--- config.mk ---
export PLATFORM = sky130hd
export DESIGN_NAME = pi_dpi_frame_tracker_flat
export DESIGN_NICKNAME = d
export VERILOG_FILES = /design/src/rtl/pi_dpi_frame_tracker_if.sv /design/src/rtl/pi_dpi_frame_tracker.sv /design/src/flat_wrapper.sv
export SDC_FILE = /design/constraint.sdc
export NUM_CORES = 1
export LEC_CHECK = 0
export BUFFER_PORTS_ARGS = -buffer_cell sky130_fd_sc_hd__buf_2
export CAP_MARGIN = 20
export CORE_ASPECT_RATIO = 1.4
export CORE_UTILIZATION = 63
export DETAILED_ROUTE_END_ITERATION = 10
export MAX_ROUTING_LAYER = met4
export PLACE_DENSITY = 0.84
export SLEW_MARGIN = 20
export SYNTH_ARGS = -nofsm -noshare
export SYNTH_HDL_FRONTEND = slang
export SYNTH_SLANG_ARGS = --single-unit
--- constraint.sdc ---
create_clock -name sysClk -period 3.4 [get_ports sysClk]
set_input_delay 0.51 -clock sysClk [delete_from_list [all_inputs] [get_ports sysClk]]
set_output_delay 0.51 -clock sysClk [all_outputs]
set_load 0.01 [all_outputs]
--- src/rtl/pi_dpi_frame_tracker_if.sv ---
// DPI pin bundle plus the tracked raster outputs of pi_dpi_frame_tracker.
// The statistics members exist only when PI_FRAME_STATS_EN is defined.
interface pi_dpi_frame_tracker_if;
   logic       dpi_pclk;
   logic       dpi_hsync;
   logic       dpi_vsync;
   logic       dpi_de;
   logic [9:0] pixelX_pi;
   logic [9:0] pixelY_pi;
   logic       displayEnable_pi;
   logic       frameStart_pi;
   logic       locked;
`ifdef PI_FRAME_STATS_EN
   logic [9:0] lastFrameLines;
   logic [9:0] lastLineWidth;
   logic [9:0] hsyncPerFrame;

   modport master (
      output dpi_pclk, dpi_hsync, dpi_vsync, dpi_de,
      input  pixelX_pi, pixelY_pi, displayEnable_pi, frameStart_pi, locked,
      input  lastFrameLines, lastLineWidth, hsyncPerFrame
   );
   modport slave (
      input  dpi_pclk, dpi_hsync, dpi_vsync, dpi_de,
      output pixelX_pi, pixelY_pi, displayEnable_pi, frameStart_pi, locked,
      output lastFrameLines, lastLineWidth, hsyncPerFrame
   );
`else
   modport master (
      output dpi_pclk, dpi_hsync, dpi_vsync, dpi_de,
      input  pixelX_pi, pixelY_pi, displayEnable_pi, frameStart_pi, locked
   );
   modport slave (
      input  dpi_pclk, dpi_hsync, dpi_vsync, dpi_de,
      output pixelX_pi, pixelY_pi, displayEnable_pi, frameStart_pi, locked
   );
`endif
endinterface

--- src/rtl/pi_dpi_frame_tracker.sv ---
// Tracks the Raspberry Pi DPI raster in the sysClk domain and reports pixel position and lock.
// Optional per-frame statistics outputs are enabled by defining PI_FRAME_STATS_EN.
module pi_dpi_frame_tracker #(
   parameter int unsigned H_ACTIVE        = 768,
   parameter int unsigned V_ACTIVE        = 576,
   parameter bit          SYNC_ACTIVE_LOW = 1'b1
) (
   input logic                   sysClk,
   input logic                   nReset,
   pi_dpi_frame_tracker_if.slave dpi
);

   localparam logic [9:0] X_MAX = 10'(H_ACTIVE - 1);
   localparam logic [9:0] Y_MAX = 10'(V_ACTIVE - 1);
   localparam logic [9:0] H_LEN = 10'(H_ACTIVE);
   localparam logic [9:0] V_LEN = 10'(V_ACTIVE);
   localparam logic [9:0] SAT   = '1;

   typedef enum logic [1:0] {SEEK, WAIT_DE, ACTIVE} trackStateT;

   logic [1:0] pclkSync, hsSync, vsSync, deSync;
   logic       pclkPrev, pclkRise;
   logic       hsSmp, vsSmp, deSmp, smpValid;
   logic       hsPrev, vsPrev, dePrev;
   logic       vsLead, hsLead, deRise, deFall;
   logic [9:0] runLen, lineCount, rawCol, runNext, lineNext;
   logic       widthBad;
   trackStateT state;
   logic [9:0] pixelX, pixelY;
   logic       dispEn, frameStart, lockedR;

   assign pclkRise = pclkSync[1] & ~pclkPrev;

   // Stage 1: synchronise, then capture the DPI levels on each pclk rise (sync polarity normalised).
   always_ff @(posedge sysClk or negedge nReset) begin
      if (!nReset) begin
         pclkSync <= '0;
         hsSync   <= '0;
         vsSync   <= '0;
         deSync   <= '0;
         pclkPrev <= 1'b0;
         hsSmp    <= 1'b0;
         vsSmp    <= 1'b0;
         deSmp    <= 1'b0;
         smpValid <= 1'b0;
      end else begin
         pclkSync <= {pclkSync[0], dpi.dpi_pclk};
         hsSync   <= {hsSync[0], dpi.dpi_hsync};
         vsSync   <= {vsSync[0], dpi.dpi_vsync};
         deSync   <= {deSync[0], dpi.dpi_de};
         pclkPrev <= pclkSync[1];
         smpValid <= pclkRise;
         if (pclkRise) begin
            hsSmp <= hsSync[1] ^ SYNC_ACTIVE_LOW;
            vsSmp <= vsSync[1] ^ SYNC_ACTIVE_LOW;
            deSmp <= deSync[1];
         end
      end
   end

   assign vsLead   = vsSmp & ~vsPrev;
   assign hsLead   = hsSmp & ~hsPrev;
   assign deRise   = deSmp & ~dePrev;
   assign deFall   = ~deSmp & dePrev;
   assign rawCol   = deRise ? '0 : runLen;
   assign runNext  = (runLen == SAT) ? SAT : runLen + 10'd1;
   assign lineNext = (lineCount == SAT) ? SAT : lineCount + 10'd1;

   // Stage 2: raster state machine, one step per captured sample.
   always_ff @(posedge sysClk or negedge nReset) begin
      if (!nReset) begin
         state      <= SEEK;
         hsPrev     <= 1'b0;
         vsPrev     <= 1'b0;
         dePrev     <= 1'b0;
         runLen     <= '0;
         lineCount  <= '0;
         widthBad   <= 1'b0;
         pixelX     <= '0;
         pixelY     <= '0;
         dispEn     <= 1'b0;
         frameStart <= 1'b0;
         lockedR    <= 1'b0;
      end else begin
         frameStart <= 1'b0;
         if (smpValid) begin
            hsPrev <= hsSmp;
            vsPrev <= vsSmp;
            dePrev <= deSmp;
            case (state)
               SEEK: begin
                  if (vsLead) state <= WAIT_DE;
               end
               WAIT_DE: begin
                  if (vsLead) begin
                     lockedR <= 1'b0;
                  end else if (deSmp) begin
                     state      <= ACTIVE;
                     runLen     <= 10'd1;
                     pixelX     <= '0;
                     pixelY     <= '0;
                     dispEn     <= 1'b1;
                     frameStart <= 1'b1;
                  end
               end
               ACTIVE: begin
                  if (vsLead) begin
                     state     <= WAIT_DE;
                     lockedR   <= (lineCount == V_LEN) && !widthBad;
                     lineCount <= '0;
                     widthBad  <= 1'b0;
                     runLen    <= '0;
                     pixelX    <= '0;
                     pixelY    <= '0;
                     dispEn    <= 1'b0;
                  end else if (deSmp) begin
                     runLen <= deRise ? 10'd1 : runNext;
                     pixelX <= (rawCol > X_MAX) ? X_MAX : rawCol;
                     if (deRise) pixelY <= (lineCount > Y_MAX) ? Y_MAX : lineCount;
                     dispEn <= (rawCol < H_LEN) && (lineCount < V_LEN);
                  end else begin
                     dispEn <= 1'b0;
                     if (deFall) begin
                        pixelX    <= '0;
                        lineCount <= lineNext;
                        if (runLen != H_LEN) widthBad <= 1'b1;
                     end
                  end
               end
               default: state <= SEEK;
            endcase
         end
      end
   end

   assign dpi.pixelX_pi        = pixelX;
   assign dpi.pixelY_pi        = pixelY;
   assign dpi.displayEnable_pi = dispEn;
   assign dpi.frameStart_pi    = frameStart;
   assign dpi.locked           = lockedR;

`ifdef PI_FRAME_STATS_EN
   logic [9:0] hsCount, lastLines, lastWidth, hsPerFrame;

   always_ff @(posedge sysClk or negedge nReset) begin
      if (!nReset) begin
         hsCount    <= '0;
         lastLines  <= '0;
         lastWidth  <= '0;
         hsPerFrame <= '0;
      end else if (smpValid) begin
         if (vsLead) begin
            hsCount <= {9'd0, hsLead};
            if (state != SEEK) begin
               lastLines  <= lineCount;
               hsPerFrame <= hsCount;
            end
         end else if (hsLead && hsCount != SAT) begin
            hsCount <= hsCount + 10'd1;
         end
         if (state == ACTIVE && !vsLead && deFall) lastWidth <= runLen;
      end
   end

   assign dpi.lastFrameLines = lastLines;
   assign dpi.lastLineWidth  = lastWidth;
   assign dpi.hsyncPerFrame  = hsPerFrame;
`else
   // hsync only feeds the statistics; keep the sampled edge as a named sink.
   logic unusedHsLead;
   assign unusedHsLead = hsLead;
`endif

endmodule
--- src/flat_wrapper.sv ---
// flat-port wrapper written by rule: the top's interface ports become plain ports
module pi_dpi_frame_tracker_flat 
#(
   parameter int unsigned H_ACTIVE        = 768,
   parameter int unsigned V_ACTIVE        = 576,
   parameter bit          SYNC_ACTIVE_LOW = 1'b1
)
  (sysClk, nReset, dpi_dpi_pclk, dpi_dpi_hsync, dpi_dpi_vsync, dpi_dpi_de, dpi_pixelX_pi, dpi_pixelY_pi, dpi_displayEnable_pi, dpi_frameStart_pi, dpi_locked);
  pi_dpi_frame_tracker_if dpi_i ();
  input logic sysClk;
  input logic nReset;
  input wire logic [$bits(dpi_i.dpi_pclk)-1:0] dpi_dpi_pclk;
  input wire logic [$bits(dpi_i.dpi_hsync)-1:0] dpi_dpi_hsync;
  input wire logic [$bits(dpi_i.dpi_vsync)-1:0] dpi_dpi_vsync;
  input wire logic [$bits(dpi_i.dpi_de)-1:0] dpi_dpi_de;
  output wire logic [$bits(dpi_i.pixelX_pi)-1:0] dpi_pixelX_pi;
  output wire logic [$bits(dpi_i.pixelY_pi)-1:0] dpi_pixelY_pi;
  output wire logic [$bits(dpi_i.displayEnable_pi)-1:0] dpi_displayEnable_pi;
  output wire logic [$bits(dpi_i.frameStart_pi)-1:0] dpi_frameStart_pi;
  output wire logic [$bits(dpi_i.locked)-1:0] dpi_locked;
  assign dpi_i.dpi_pclk = dpi_dpi_pclk;
  assign dpi_i.dpi_hsync = dpi_dpi_hsync;
  assign dpi_i.dpi_vsync = dpi_dpi_vsync;
  assign dpi_i.dpi_de = dpi_dpi_de;
  assign dpi_pixelX_pi = dpi_i.pixelX_pi;
  assign dpi_pixelY_pi = dpi_i.pixelY_pi;
  assign dpi_displayEnable_pi = dpi_i.displayEnable_pi;
  assign dpi_frameStart_pi = dpi_i.frameStart_pi;
  assign dpi_locked = dpi_i.locked;
  pi_dpi_frame_tracker #(.H_ACTIVE(H_ACTIVE), .V_ACTIVE(V_ACTIVE), .SYNC_ACTIVE_LOW(SYNC_ACTIVE_LOW)) u_core (.sysClk(sysClk), .nReset(nReset), .dpi(dpi_i));
endmodule
**After elaboration in Yosys (flattened, before gate mapping)**

Index checks and enable logic that the tools add are counted.

- Input port bits: 6
- Register bits after elaboration: 58
- Word-level logic and storage cells: 108
- Output and inout bits: 23

- Reduce and logical (&&, ||, !) cells: 16
- Mux-type cells: 44
- $add $sub $neg: 2
- Equality and inequality tests: 15
- $lt $le $gt $ge: 4
- Bitwise operators: 9

Operator list:

| kind | number |
|---|---|
| 10-bit 2-to-1 mux | 21 |
| 10-bit case mux with 2 select lines | 3 |
| 10-bit equality test (second input constant) | 3 |
| 10-bit by 1-bit adder with 10-bit output (second input constant) | 2 |
| 10-bit > comparator (second input constant) | 2 |
| 10-bit less-than comparator (second input constant) | 2 |
| 4-bit AND reduction | 4 |
| 5-bit AND reduction | 3 |
| 1-bit 2-to-1 mux | 14 |
| 10-bit != test (second input constant) | 1 |
| 2-bit by 1-bit != test with 1-bit output (second input constant) | 4 |
| 2-bit 2-to-1 mux | 3 |
| 3-bit by 1-bit != test with 1-bit output (second input constant) | 2 |
| 6-bit AND reduction | 1 |
| 2-bit nonzero test | 3 |
| 1-bit NOT | 5 |
| 1-bit AND | 4 |
| 2-bit != test (second input constant) | 2 |
| 4-bit by 1-bit != test with 1-bit output (second input constant) | 1 |
| 1-bit case mux with 2 select lines | 2 |
| 2-bit case mux with 2 select lines | 1 |
| 2-bit by 1-bit equality test with 1-bit output (second input constant) | 1 |
| 2-bit equality test (second input constant) | 1 |
| 1-bit logical AND | 2 |
| other kinds (3) | 3 |

**Longest topological paths before layout**

- Depth in word-level cells: 8
- Mapped depth: 8
- Gate-level depth less buffers: 6

**Worst setup path after synthesis**

No wires, ideal clock.

- Kind: reg-to-reg
- Start point: register u_core.state[0]
- End point: register u_core.runLen[9]
- Stages on the path, launching flop included: 9
- Arrival time: 1.785 ns
- Path slack: 1.541 ns
- Period minus slack after synthesis: 1.859 ns
- Data required time: 3.327 ns
- Library setup time: 0.073 ns
- Buffers on the path: 2
- Path through: dfrtp_1 inv_1 ha_1 nand2_1 or4_1 buf_2 buf_6 a41o_1 a21oi_2

- Longest elaborated chain between the ends: 3
- Elaborated cells on any way between the ends: 8
- Classes of those cells: 5 x eq/ne; 1 x mux; 2 x reduce/logical

RTL lines:

| element | line | source |
|---|---|---|
| start, declared | pi_dpi_frame_tracker.sv:28 | `trackStateT state;` |
| start signal, assigned | pi_dpi_frame_tracker.sv:72 | `state <= SEEK;` |
| start signal, assigned | pi_dpi_frame_tracker.sv:92 | `if (vsLead) state <= WAIT_DE;` |
| start signal, assigned | pi_dpi_frame_tracker.sv:98 | `state <= ACTIVE;` |
| 2-bit equality test or 2-bit by 1-bit equality test with 1-bit output (tied branches) | pi_dpi_frame_tracker.sv:90 | `case (state)` |
| 3-bit by 1-bit != test with 1-bit output (no source line) (tied with other cells) | -- |  |
| 5-bit AND reduction (no source line) | -- |  |
| end signal, assigned | pi_dpi_frame_tracker.sv:117 | `runLen <= deRise ? 10'd1 : runNext;` |
| end, declared | pi_dpi_frame_tracker.sv:26 | `logic [9:0] runLen, lineCount, rawCol, runNext, lineNext;` |

Parallel ways exist; a longest one is shown, timed or not.
A chain may end at the register's enable or synchronous reset.

**Final worst setup path**

- Start point: register u_core.state[0]
- End point: register u_core.runLen[3]

Same word-level chain as after synthesis.

==> results.md <==
* Status: completed
* Max-Cap Viols at 0
* LEAKAGE at 1.54 nW
* Pins Over Slew Limit at 0
* Final hold violations at 0
* DRC violations left at 0
* Routed wire length at 6.14 mm
* Via/cell ratio at 6.06
* Critical Path, Cell by Cell: inv_1 > ha_1 > nand2_1 > or4_1 > o2111a_1 > o22ai_1
* Crit Path Category: reg -> reg
* Fraction of final layout cells sized beyond drive strength 1 at 17.2%
* Post-DRT Antenna Nets at 0
* Util after Layout at 76.5%
* Synth Area per Inst at 10.1 um^2
* PwrDens at 583 mW/mm^2
* Period minus WS final at 2580 ps
* Hold Crit Start: dpi_dpi_de
* Reg2reg end: u_core.runLen[3]$_DFFE_PN0P_
* Root Buffer: clkbuf_8
* Initial detailed-routing violation count at 176
* Htree depth at 3
* Met3 wire len at 259 um
* Final setup fails at 0
* Detailed placement HPWL at 4.24 mm
* Post-synthesis async set-or-reset flop share at 100%
* Clock Path Buffers at 2
* WHS Path Cells at 1
* Rows at 28
* CTS Hold Bufs at 0
* Crit path buf inv count at 1
* Post-CTS setup repair buffer count at 0
* Unrepaired setup endpoints after global routing: no
* Syn_nets at 301
* Tot Pwr at 0.00192 W
* FF+latch count, synth at 58
* Sequential Area at 0.00145 mm^2
* Slowest stage delay, CP at 810 ps
* Met2 WL at 3.19 mm
* Top-area cell type share of the netlist area at 50.2%
* CTS Buf Count at 9
* Top cells by area, synth: dfrtp_1 (50%), mux2i_1 (3.8%), o21ai_0 (3.8%)
* Initial Util at 67.1%
* DR vias at 2303
* CTS tree: yes
* Final setup margin at 820 ps
* VDD IR-drop max at 0.452 mV
* Period Utilization, post-route at 75.9%
* R2R Path Start: u_core.state[0]$_DFFE_PN0P_
* Filler instances at 317
* Clock-pin slew on the worst setup and hold paths at 70 ps
* Clock latency on the worst-skew pair at 340 ps
* Core area at 0.00431 mm^2
* Crit-path slowest cell: or4_1
* Met1 Wirelength at 2.49 mm
* Critical path arrival at 2830 ps
* Max Clock Freq at 388 MHz
* Maximum net fanout on the critical path at 23
* Die W at 59.3 um
* Synth Flop Type: dfrtp_1
* Required time worst endpoint at 3650 ps
* First-pass GRT wire length at 9.97 mm
* Fin Hold WS at 280 ps
* GPL Wtd Cong at 0.928
* Nets at 329
* Total GRT Usage at 29.0%
* Synth area leader: dfrtp_1
* Number of global-route vias before repair at 2138
* Slew @ Worst Pin at 882 ps
* Die Y at 82.2 um
* Delay-heaviest family, CP: simple AND/OR/NAND/NOR gates
* Pre-antenna DRT Iters at 4
* Uppermost routed layer: met4
* Slew HR at 41.2%
* Distinct cells, synth at 50
* Die area at 0.00487 mm^2
* Hold crit path type: in -> reg
* Initial antenna violation count at 0
* Area of the mapped netlist at 0.00289 mm^2
* Footprint of the multi-input gates at 0.00128 mm^2
* Placement Setup Slack at 942 ps
* Layout area overhead at 13.9%
* CTS resizes at 0
* EDFF count, synth at 0
* Largest net degree at the start of global routing at 40
* Worst setup EP type: flip-flop
* Endpoint, Worst Hold: u_core.deSync[0]$_DFF_PN0_
* Crit start category: flip-flop
* CTS Sinks at 58
* Clk_skew at 9.09 ps
* Most common cell in the netlist: dfrtp_1
* Wire per inst at 16.2 um
* Sequential share of the synthesized area at 50.2%
* Post-Syn Instances at 287
* Final TNS setup at 0 ps
* Worst reg2reg setup slack at 820 ps
* Buffers added on ports at 27
* Overflow after GRT at 0
* Most frequent cells after synthesis: dfrtp_1 (58), inv_1 (23), nor2_1 (23), o21ai_0 (22), nand2_1 (21)
* FF-to-FF path depth at 6
* # diodes at 0
* # IOs at 29
* Yosys warning total at 0
==> metrics by stage <==
stage	area (um^2)	cells
after floorplan	2890	287
after global placement	3060	364
after detailed placement	3060	364
after CTS	3290	380
after global routing	3290	380
final	3290	380
==> routing by layer <==
metal | global-route usage [%] | vias to the layer above
li1 | - | 1086
met1 | 31.7 | 1111
met2 | 49.1 | 80
met3 | 6.39 | 26
met4 | 15.0 | 0
met5 | - | -
==> cell type report <==
| type | count | share of cell area [%] |
|---|---|---|
| Timing Repair Buffer | 30 | 4.79 |
| Clock inverter | 4 | 2.20 |
| Multi-Input combinational cell | 192 | 38.9 |
| Clock buffer | 12 | 5.01 |
| Tap cell | 60 | 2.28 |
| Inverter | 24 | 2.73 |
| Sequential cell | 58 | 44.1 |
==> sequential cells by signal, summed over array words and instances (netlist names), 2 cells and up <==
register,flops
u_core.deSync,2
u_core.dpi.pixelX_pi,10
u_core.dpi.pixelY_pi,10
u_core.lineCount,10
u_core.pclkSync,2
u_core.runLen,10
u_core.state,2
u_core.vsSync,2
==> placed cells by master, fill, tap and decap left out, drive strengths merged, types with 5 or more instances in the layout <==
master   count
a21oi        9
a31oi        5
and3         5
buf         30
clkbuf      12
dfrtp       58
ha           8
inv         24
mux2i       11
nand2       21
nand3       10
nor2        23
nor3         8
o21ai       22
o22ai        5
o2bb2ai     11
==> power breakdown <==
part           switching [W]  internal (W)
sequential         0.0000521      0.000741
clock               0.000271      0.000471
combinational       0.000232      0.000152
total               0.000555       0.00136
==> logic make-up (layout without fill, tap and decap cells) <==
family	Yosys count	in the layout	share of synthesized area [%]
compound gates	77	77	18.9
fa+ha+maj	8	8	3.46
buf+inv	37	70	5.49
flops	58	58	50.2
mux	15	15	5.36
simple gates	92	92	16.6
==> how the worst max path moves through the flow <==
stage	start	depth (start not counted)	slack [ps]	endpoint
6_report	u_core.state[0]$_DFFE_PN0P_	6	820	u_core.runLen[3]$_DFFE_PN0P_
5_1_grt	u_core.state[0]$_DFFE_PN0P_	6	630	u_core.lineCount[6]$_DFFE_PN0P_
4_1_cts	u_core.state[0]$_DFFE_PN0P_	6	850	u_core.runLen[3]$_DFFE_PN0P_
3_5_place_dp	u_core.state[0]$_DFFE_PN0P_	6	940	u_core.lineCount[6]$_DFFE_PN0P_
3_3_place_gp	u_core.state[0]$_DFFE_PN0P_	6	990	u_core.lineCount[6]$_DFFE_PN0P_
2_1_floorplan	u_core.state[0]$_DFFE_PN0P_	8	1540	u_core.runLen[9]$_DFFE_PN0P_
Note: power is estimated with default switching activity, not from simulation.
